--- src/rtl/peripheral_msi_decoder.sv ---
// Wishbone slave-side decoder: routes the granted master cycle to one slave by address window,
// holding the selection for the whole cycle and answering unmapped or stalled accesses with an error.
module peripheral_msi_decoder #(
    parameter int                       NUM_SLAVES = 4,
    parameter int                       AW         = 32,
    parameter int                       DW         = 32,
    parameter logic [NUM_SLAVES*AW-1:0] MATCH_ADDR = '0,
    parameter logic [NUM_SLAVES*AW-1:0] MATCH_MASK = '0,
    parameter int                       TIMEOUT    = 255
) (
    input  logic                     clk,
    input  logic                     rst,
    input  logic [AW-1:0]            m_adr_i,
    input  logic [DW-1:0]            m_dat_i,
    input  logic [DW/8-1:0]          m_sel_i,
    input  logic                     m_we_i,
    input  logic                     m_cyc_i,
    input  logic                     m_stb_i,
    input  logic [2:0]               m_cti_i,
    input  logic [1:0]               m_bte_i,
    output logic [DW-1:0]            m_dat_o,
    output logic                     m_ack_o,
    output logic                     m_err_o,
    output logic                     m_rty_o,
    output logic [AW-1:0]            s_adr_o,
    output logic [DW-1:0]            s_dat_o,
    output logic [DW/8-1:0]          s_sel_o,
    output logic                     s_we_o,
    output logic [2:0]               s_cti_o,
    output logic [1:0]               s_bte_o,
    output logic [NUM_SLAVES-1:0]    s_cyc_o,
    output logic [NUM_SLAVES-1:0]    s_stb_o,
    input  logic [NUM_SLAVES*DW-1:0] s_dat_i,
    input  logic [NUM_SLAVES-1:0]    s_ack_i,
    input  logic [NUM_SLAVES-1:0]    s_err_i,
    input  logic [NUM_SLAVES-1:0]    s_rty_i
);

    localparam int         SW     = (NUM_SLAVES > 1) ? $clog2(NUM_SLAVES) : 1;
    localparam logic [7:0] TO_LIM = 8'(TIMEOUT);
    localparam bit         TO_EN  = (TIMEOUT != 0);

    typedef enum logic [1:0] {
        IDLE,
        BUSY,
        NOMATCH,
        WAIT_DROP
    } state_t;

    state_t        state_q, state_d;
    logic [SW-1:0] sel_q, sel_d;
    logic [7:0]    cnt_q, cnt_d;

    logic          hit;
    logic [SW-1:0] hit_idx;
    logic          sel_ack, sel_err, sel_rty, sel_resp;
    logic [DW-1:0] sel_dat;
    logic          stall, to_fire;

    assign s_adr_o = m_adr_i;
    assign s_dat_o = m_dat_i;
    assign s_sel_o = m_sel_i;
    assign s_we_o  = m_we_i;
    assign s_cti_o = m_cti_i;
    assign s_bte_o = m_bte_i;

    // Scan from the top down so the lowest matching index is the one left standing.
    always_comb begin
        hit     = 1'b0;
        hit_idx = '0;
        for (int i = NUM_SLAVES - 1; i >= 0; i--) begin
            if ((m_adr_i & MATCH_MASK[i*AW +: AW]) ==
                (MATCH_ADDR[i*AW +: AW] & MATCH_MASK[i*AW +: AW])) begin
                hit     = 1'b1;
                hit_idx = SW'(i);
            end
        end
    end

    assign sel_ack  = s_ack_i[sel_q];
    assign sel_err  = s_err_i[sel_q];
    assign sel_rty  = s_rty_i[sel_q];
    assign sel_dat  = s_dat_i[sel_q*DW +: DW];
    assign sel_resp = sel_ack | sel_err | sel_rty;

    // A response on the same cycle as the limit suppresses the timeout.
    assign stall   = (state_q == BUSY) && m_cyc_i && m_stb_i && !sel_resp;
    assign to_fire = TO_EN && stall && (cnt_q == TO_LIM - 8'd1);

    always_comb begin
        state_d = state_q;
        sel_d   = sel_q;
        cnt_d   = 8'd0;
        case (state_q)
            IDLE: begin
                if (m_cyc_i && m_stb_i) begin
                    if (hit) begin
                        sel_d   = hit_idx;
                        state_d = BUSY;
                    end else begin
                        state_d = NOMATCH;
                    end
                end
            end
            BUSY: begin
                if (!m_cyc_i) begin
                    state_d = IDLE;
                end else if (to_fire) begin
                    state_d = WAIT_DROP;
                end else if (stall && TO_EN) begin
                    cnt_d = cnt_q + 8'd1;
                end
            end
            NOMATCH: state_d = WAIT_DROP;
            WAIT_DROP: begin
                if (!m_cyc_i) begin
                    state_d = IDLE;
                end
            end
            default: state_d = IDLE;
        endcase
    end

    always_comb begin
        s_cyc_o = '0;
        s_stb_o = '0;
        m_dat_o = '0;
        m_ack_o = 1'b0;
        m_err_o = 1'b0;
        m_rty_o = 1'b0;
        case (state_q)
            BUSY: begin
                if (!to_fire) begin
                    s_cyc_o[sel_q] = m_cyc_i;
                    s_stb_o[sel_q] = m_stb_i;
                end
                m_dat_o = sel_dat;
                m_ack_o = sel_ack;
                m_err_o = sel_err | to_fire;
                m_rty_o = sel_rty;
            end
            NOMATCH: m_err_o = 1'b1;
            default: ;
        endcase
    end

    always_ff @(posedge clk) begin
        if (rst) begin
            state_q <= IDLE;
            sel_q   <= '0;
            cnt_q   <= 8'd0;
        end else begin
            state_q <= state_d;
            sel_q   <= sel_d;
            cnt_q   <= cnt_d;
        end
    end

endmodule

--- config.mk ---
export PLATFORM = sky130hd
export DESIGN_NAME = peripheral_msi_decoder
export DESIGN_NICKNAME = d
export VERILOG_FILES = /design/src/rtl/peripheral_msi_decoder.sv
export SDC_FILE = /design/constraint.sdc
export NUM_CORES = 1
export LEC_CHECK = 0
export BUFFER_PORTS_ARGS = -buffer_cell sky130_fd_sc_hd__clkbuf_2
export CAP_MARGIN = 25
export CORE_AREA = 2 2 130 132
export DETAILED_ROUTE_END_ITERATION = 8
export DIE_AREA = 0 0 132 134
export PLACE_DENSITY = 0.47
export SLEW_MARGIN = 30
export SYNTH_ARGS = -nofsm -noshare
export SYNTH_HDL_FRONTEND = slang
export SYNTH_SLANG_ARGS = --single-unit
--- constraint.sdc ---
create_clock -name clk -period 2.04 [get_ports clk]
set_clock_uncertainty 0.1 [all_clocks]
set_input_delay 0.306 -clock clk [delete_from_list [all_inputs] [get_ports clk]]
set_output_delay 0.306 -clock clk [all_outputs]
set_load 0.02 [all_outputs]
**Word-level counts from Yosys, hierarchy flattened**

Cells that the tools add are included.

- Register bits: 10
- Input port bits: 218
- Output and inout bits: 117
- Word-level logic and storage cells: 38

- $add $sub $neg: 1
- Eq/ne operators: 7
- Muxes and demuxes: 13
- Bitwise logic cells: 6
- Reduce and logical (&&, ||, !) cells: 9

Operators by type and width:

| operator | count |
|---|---|
| $mux W32 | 1 |
| $add A8 B1 Y8 const B | 1 |
| $eq A8 B8 Y1 const B | 1 |
| $mux W2 | 4 |
| $pmux W2 S4 | 1 |
| $mux W1 | 6 |
| $logic_and A1 B1 Y1 | 5 |
| $reduce_or A5 Y1 | 1 |
| $eq A2 B2 Y1 const B | 2 |
| $ne A2 B2 Y1 const B | 2 |
| $ne A3 B3 Y1 const B | 1 |
| $not A1 Y1 | 3 |
| $or A1 B1 Y1 | 3 |
| $reduce_and A3 Y1 | 1 |
| $eq A2 B1 Y1 const B | 1 |
| $logic_not A2 Y1 | 1 |
| $pmux W1 S2 | 1 |
| $logic_not A1 Y1 | 1 |

**Logic depth before layout (Yosys ltp)**

Gate-level depths: netlist (run 1).

- Word-level depth: 8
- Mapped depth: 7
- Mapped depth without buffers: 6

**Least setup slack after synthesis (run 1)**

OpenSTA, ideal clock, no wires.

- Path kind: register to output
- Start: register state_q[0]
- End: output port m_err_o
- Arrival: 1.468 ns
- Data required time: 1.634 ns
- Setup slack: 0.166 ns
- Stages on the path, launching flop included: 7
- Path buffers: 1
- Cells stage by stage: dfxtp_1 ha_1 buf_4 nand2_2 nor4_4 and2_1 o31a_1

- Word-level cells in the longest chain between the ends: 7
- Elaborated cells between the ends (all ways): 8
- Those cells by class: eq/ne (2); mux (1); bitwise (1); reduce/logical (4)

Ends and longest elaborated chain:

| what | RTL line | source |
|---|---|---|
| start, declared | 50 | `state_t state_q, state_d;` |
| start signal, assigned | 153 | `state_q <= state_d;` |
| $eq A2 B1 Y1 | 87, 131 |  |
| $logic_and A1 B1 Y1 (3 in series) | 87 | `assign stall = (state_q == BUSY) && m_cyc_i && m_stb_i && !sel_resp;` |
| $logic_and A1 B1 Y1 | 88 | `assign to_fire = TO_EN && stall && (cnt_q == TO_LIM - 8'd1);` |
| $or A1 B1 Y1 | 139 | `m_err_o = sel_err \| to_fire;` |
| $pmux W1 S2 (*) | 131 | `case (state_q)` |
| end, declared | 23 | `output logic m_err_o,` |

Mark *: on every way between the ends. The rest lies on a longest branch, timed or not.

**Worst setup path in the final report (run 1)**

- Start: register state_q[1]
- End: output port m_err_o

Same word-level chain as after synthesis.

==> results of run 1 <==
[tightest hold or removal path, stage by stage]
cell,delay (ps)
sky130_fd_sc_hd__clkbuf_2,90
sky130_fd_sc_hd__inv_1,60
sky130_fd_sc_hd__o221ai_1,70
sky130_fd_sc_hd__nor2_1,40
[power breakdown]
group	internal, mW	switching [mW]
Clock	0.254	0.0853
Combinational	0.145	0.234
Sequential	0.200	0.00273
[worst paths after layout]
kind,startpoint,endpoint,slack (ps)
max,state_q[1]$_SDFFE_PP0P_,m_err_o,90
min,rst,state_q[0]$_SDFFE_PP0P_,290
max reg2reg,state_q[0]$_SDFFE_PP0P_,state_q[1]$_SDFFE_PP0P_,340
min reg2reg,cnt_q[7]$_SDFF_PP0_,cnt_q[7]$_SDFF_PP0_,420
[cells in the mapped netlist, drive strengths merged, types with 2 or more instances]
cell type,instances
clkbuf,3
xor2,2
buf,81
and2,35
inv,5
xnor2,4
nor2,15
nand3,4
dfxtp,10
nand2,5
ha,7
a211oi,2
[cell type report]
type / count / area (um2) / area share (%)
inverters: 5 / 18.8 / 1.16
flip-flops and latches: 10 / 200 / 12.4
clock buffers: 3 / 75.1 / 4.64
well taps: 220 / 275 / 17.0
repair buffers: 80 / 429 / 26.5
multi-input cells: 93 / 618 / 38.2
[per-layer routing]
metal | vias to the layer above | part of all wire (%)
met5 | - | 0
met4 | 0 | 2.2
li1 | 514 | -
met3 | 6 | 9.4
met2 | 44 | 43
met1 | 428 | 45
[sequential cells by signal (all words and copies together), names as in the netlist]
register,cells
cnt_q,8
state_q,2
[kinds of logic after synthesis]
logic type      after synthesis  synth area share (%)
compound gates                9                  5.26
xor+xnor                      6                  3.68
fa+ha+maj                     7                  6.13
buf+inv                      89                  44.7
flops                        10                  14.0
other cells                   1                 0.263
simple gates                 65                  25.9
[timing repair]
item | CTS | global route
setup endpoints to repair | 2 | 2
pin swaps | 1 | 2
endpoints found under the hold margin | 0 | 0
gates resized for setup | 6 | 3
[metrics by stage]
step           cells  power [mW]  cell area (um2)  hold slack (ps)  worst slack, ps
6_report         411       0.921             1620              290             89.0
2_1_floorplan    192       0.655             1450              341              166
4_1_cts          411       0.929             1610              292             21.4
3_3_place_gp     408       0.580             1520              412              171
5_1_grt          411       0.969             1620              306             3.10
3_5_place_dp     408       0.575             1520              419              187
==> out/results.ini, run 1 <==
[status]
status = complete, no violations

[grt]
global_route.usage.total_pct = 3.52
grtUsageMet1_pct = 4.88
gr-total-overflow = 0
maximum_number_of_pins_on_one_net_before_global_route_repair = 37
globalRouteMet2Util_pct = 4.17
grt_antenna_before_repair = 0
grt.met3_usage_pct = 1.47
grt_busiest_layer = met1
grt_pass1_wl_um = 4710
grt_pass1_vias = 820

[place]
gp_routability_congestion = 0.659
hpwlAfterDp_um = 2890
portBuffers = 75

[clock_network]
postCtsSetupBuffers = 0
cts_num_sinks = 10
clock_latency_ps = 240
tritoncts = built
clk_root_buffer_cell = sky130_fd_sc_hd__clkbuf_16
cts_buffers = 3
cts_max_path_buffers = 2
hold_buffers = 0
clk_pin_slew_worst_paths_ps = 40
cts_htree_levels = 1

[min_path]
min-delay-path-class = in -> reg
timing.hold.worst_path_depth = 4

[worst_setup_path]
timing.critical_path.to_type = output port
critical_path_depth = 7
worst_ep_required_time_ps = 1630
worst_reg2reg_path_length_in_cells = 7
setup.worst_path.start_class = register
critical-path-top-delay-family = simple AND/OR/NAND/NOR gates
critical_path.n_buffers_inverters = 2
crit_arrival_ps = 1540
critical_path.slowest_cell = sky130_fd_sc_hd__dfxtp_1
worstPathCellList = inv_2 -> ha_2 -> nand2_2 -> nor4_4 -> and2_4 -> o31a_1 -> clkbuf_8
cp_max_fo = 3
worst-setup-path-type = reg -> out
cp_slowest_stage_delay_ps = 320

[layout]
layout_commonest_cell = sky130_fd_sc_hd__clkbuf_2
fillCellCount = 1894
layout.cells.most_common_list = sky130_fd_sc_hd__clkbuf_2, sky130_fd_sc_hd__and2_1, sky130_fd_sc_hd__nor2_1
final_layout_size_suffix_gt1_share_pct = 47.6
utilization_after_layout_pct = 9.92
layout-area-overhead-vs-synth_pct = 13.2
fin_nets = 418
n_antenna_cell = 0

[synthesis]
primary_ff_master_synth = sky130_fd_sc_hd__dfxtp_1
avgSynthCellArea_um2 = 7.63
netlist_area_um2 = 1430
count_of_flip_flops_with_a_built_in_enable_after_synthesis = 0
synthesis.instances = 187
synth.area.top_cells = sky130_fd_sc_hd__buf_4, sky130_fd_sc_hd__and2_1, sky130_fd_sc_hd__dfxtp_1
synth_top_area_share_pct = 42.6
ys_async_sr_fraction_pct = 0
synth_seq_cells = 10
netlist-cell-type-count = 27
synthesis.yosys.warnings = 0
post_synthesis_sequential_area_ratio_pct = 14.0
yosysTopAreaCell = sky130_fd_sc_hd__buf_4

[floorplan]
core_area_um2 = 16300
dieArea_um2 = 17700
initial_cell_density_of_the_core_pct = 8.76
placementRows = 47
i_o_pin_cnt = 335
chipWidth_um = 132
fp.dieH_um = 134

[power_and_ir_drop]
worst_ir_drop_vdd_v = 0.000215
static-leakage-power_nw = 0.732
cellPowerDensity_nw_per_um2 = 570

[sta]
final-setup-viol-count = 0
grt_setup_unrepaired = false
fin_tns_setup_ps = 0
achievable-frequency_mhz = 513
report.final.hold_viol_count = 0
drv_slew = 0
period_needed_ps = 1950
final_cycle_share_pct = 95.6

[route]
drt_pre_antenna_iters = 4
postRouteWirelength_um = 3470
routed-via-count = 992
vias_per_cell = 2.41
routed_wire_length_per_instance_um = 8.45
drt-initial-drc-count = 32
ant_nets_after_route = 0
drc_errors_left = 0

[flow_run]
max-cap-violations = 0

(Power assumes the default switching activity.)
==> run 2: changes to the inputs <==
- CTS_BUF_LIST: unset -> sky130_fd_sc_hd__clkbuf_8
==> run 2 against run 1 <==
  * Worst setup slack gained 1.7 ps
  * Worst hold slack lost 4.3 ps
  * Critical path depth is the same
  * Count of clock-buffer cells in the layout is the same
  * Combinational power is essentially flat
==> out/results.ini, run 2 (synthesis results as in run 1) <==
[place]
place.detailed.instances = 408  ; unchanged
gp_routability_congestion = 0.659  ; unchanged
portBuffers = 75  ; unchanged
post_dp_cell_area_um2 = 1520  ; unchanged
post-place-ws_ps = 187  ; unchanged
hpwlAfterDp_um = 2890  ; unchanged

[sta]
final_cycle_share_pct = 95.6  ; about the same
setup_ws_ps = 90.7  ; was 89.0 ps
period_needed_ps = 1950  ; about the same
drv_slew = 0  ; unchanged
report.final.hold_viol_count = 0  ; unchanged
fin_tns_setup_ps = 0  ; unchanged
achievable-frequency_mhz = 513  ; about the same
grt_setup_unrepaired = true  ; was false
final-setup-viol-count = 0  ; unchanged

[floorplan]
chipWidth_um = 132  ; unchanged
initial_cell_density_of_the_core_pct = 8.76  ; unchanged
placementRows = 47  ; unchanged
i_o_pin_cnt = 335  ; unchanged
core_area_um2 = 16300  ; unchanged
dieArea_um2 = 17700  ; unchanged
fp.dieH_um = 134  ; unchanged

[min_path]
min_from = rst  ; unchanged
min-delay-path-class = in -> reg  ; unchanged

[grt]
grt_antenna_before_repair = 0  ; unchanged
grt_pass1_vias = 822  ; was 820
global_route.usage.total_pct = 3.46  ; was 3.52%
grt_pass1_wl_um = 4690  ; was 4710 um
gr-total-overflow = 0  ; unchanged
maximum_number_of_pins_on_one_net_before_global_route_repair = 37  ; unchanged

[layout]
reg.largest.list = cnt_q x8, state_q x2  ; unchanged
flip_flop_count_of_the_largest_register_after_layout = 8  ; unchanged
n_antenna_cell = 0  ; unchanged
layout-area-overhead-vs-synth_pct = 11.6  ; was 13.2%
layout.cells.most_common_list = sky130_fd_sc_hd__clkbuf_2, sky130_fd_sc_hd__and2_1, sky130_fd_sc_hd__nor2_1  ; unchanged
final_layout_size_suffix_gt1_share_pct = 47.6  ; unchanged
top_register = cnt_q  ; unchanged
final-instance-count-excl-fill = 411  ; unchanged
layout_commonest_cell = sky130_fd_sc_hd__clkbuf_2  ; unchanged
postLayoutCellArea_um2 = 1590  ; was 1620 um2
fin_nets = 418  ; unchanged

[power_and_ir_drop]
switching_share_pct = 39.6  ; was 35.0%
cellPowerDensity_nw_per_um2 = 495  ; was 570 nW/um2
switchingPower_uw = 312  ; was 322 uW
static-leakage-power_nw = 0.718  ; was 0.732 nW
power_frac_clock_pct = 25.5  ; was 36.8%
worst_ir_drop_vdd_v = 0.000154  ; was 0.000215 V
power.share.combinational_pct = 48.5  ; was 41.2%
sequentialPowerShare_pct = 25.9  ; was 22.1%
intPower_uw = 476  ; was 599 uW

[clock_network]
cts_num_sinks = 10  ; unchanged
hold_buffers = 0  ; unchanged
clk_root_buffer_cell = sky130_fd_sc_hd__clkbuf_8  ; was sky130_fd_sc_hd__clkbuf_16
cts_buffers = 3  ; unchanged
tritoncts = built  ; unchanged
cts_htree_levels = 1  ; unchanged
postCtsSetupBuffers = 0  ; unchanged
clock_latency_ps = 230  ; was 240 ps
cts_max_path_buffers = 2  ; unchanged
clk_pin_slew_worst_paths_ps = 50  ; was 40 ps

[worst_setup_path]
setup.worst_path.start_class = register  ; unchanged
cp-startpoint = cnt_q[0]$_SDFF_PP0_  ; was state_q[1]$_SDFFE_PP0P_
rr_startpoint = state_q[0]$_SDFFE_PP0P_  ; unchanged
cp_max_fo = 3  ; unchanged
crit_arrival_ps = 1540  ; about the same
timing.critical_path.to_type = output port  ; unchanged
worst_ep_required_time_ps = 1630  ; about the same
worst-setup-path-type = reg -> out  ; unchanged

[route]
ant_nets_after_route = 0  ; unchanged
vias_per_cell = 2.44  ; was 2.41
routed-via-count = 1003  ; was 992
drt-initial-drc-count = 29  ; was 32
postRouteWirelength_um = 3450  ; was 3470 um
drc_errors_left = 0  ; unchanged
routed_wire_length_per_instance_um = 8.40  ; was 8.45 um
drt_pre_antenna_iters = 4  ; unchanged

[flow_run]
max-cap-violations = 0  ; unchanged

[status]
status = complete, no violations  ; unchanged

==> run 2: layout make-up <==
| cell class | instances | area (um2) |
|---|---|---|
| Fill cell | 1901 | 14700 |
| Multi-Input combinational cell | 93 | 628 |
| Timing Repair Buffer | 80 | 429 |
| Tap cell | 220 | 275 |
| Sequential cell | 10 | 200 |
| Clock buffer | 3 | 41.3 |
| Inverter | 5 | 18.8 |
==> run 2: final timing paths <==
| check | to | slack, ps | cells past startpoint |
|---|---|---|---|
| min | state_q[0]$_SDFFE_PP0P_ | 290 | 4 |
| max reg2reg | state_q[1]$_SDFFE_PP0P_ | 310 | 7 |
| min reg2reg | cnt_q[0]$_SDFF_PP0_ | 420 | 2 |
| max | m_err_o | 90 | 7 |
==> run 2: per-stage QoR <==
| step | util (%) | power [mW] | hold slack, ps |
|---|---|---|---|
| 2_1_floorplan | - | 0.655 | 341 |
| 3_3_place_gp | 9.30 | 0.580 | 412 |
| 3_5_place_dp | 9.30 | 0.575 | 419 |
| 4_1_cts | 9.66 | 0.792 | 287 |
| 5_1_grt | 9.78 | 0.833 | 302 |
| 6_report | 9.78 | 0.788 | 286 |
==> run 2: repair_timing <==
| action | CTS | global route |
|---|---|---|
| pin swaps | 1 | 2 |
| gates resized for setup | 6 | 4 |
| setup endpoints to repair | 2 | 2 |
| hold endpoints to repair | 0 | 0 |
==> run 2: power groups by stage <==
stage / Combinational [mW] / Sequential, mW / Clock (mW)
final: 0.382 / 0.204 / 0.201
after global routing: 0.409 / 0.204 / 0.219
after CTS: 0.377 / 0.203 / 0.213
after detailed placement: 0.369 / 0.206 / 0
after global placement: 0.374 / 0.206 / 0
after floorplan: 0.446 / 0.209 / 0
==> run 2: layer usage <==
| layer | up-vias | share of wire [%] | global-route usage [%] |
|---|---|---|---|
| li1 | 511 | - | - |
| met1 | 440 | 45 | 4.86 |
| met2 | 46 | 44 | 4.17 |
| met3 | 6 | 9.4 | 1.36 |
| met4 | 0 | 1.8 | 2.42 |
| met5 | - | 0 | 0 |
==> run 2: critical path: stages (launching register included) <==
cell and delay [ps]:
sky130_fd_sc_hd__dfxtp_1 320, sky130_fd_sc_hd__inv_1 40, sky130_fd_sc_hd__ha_1 190, sky130_fd_sc_hd__nand3_1 130
sky130_fd_sc_hd__nor2_2 60, sky130_fd_sc_hd__and2_4 170, sky130_fd_sc_hd__o31a_1 240, sky130_fd_sc_hd__clkbuf_8 150
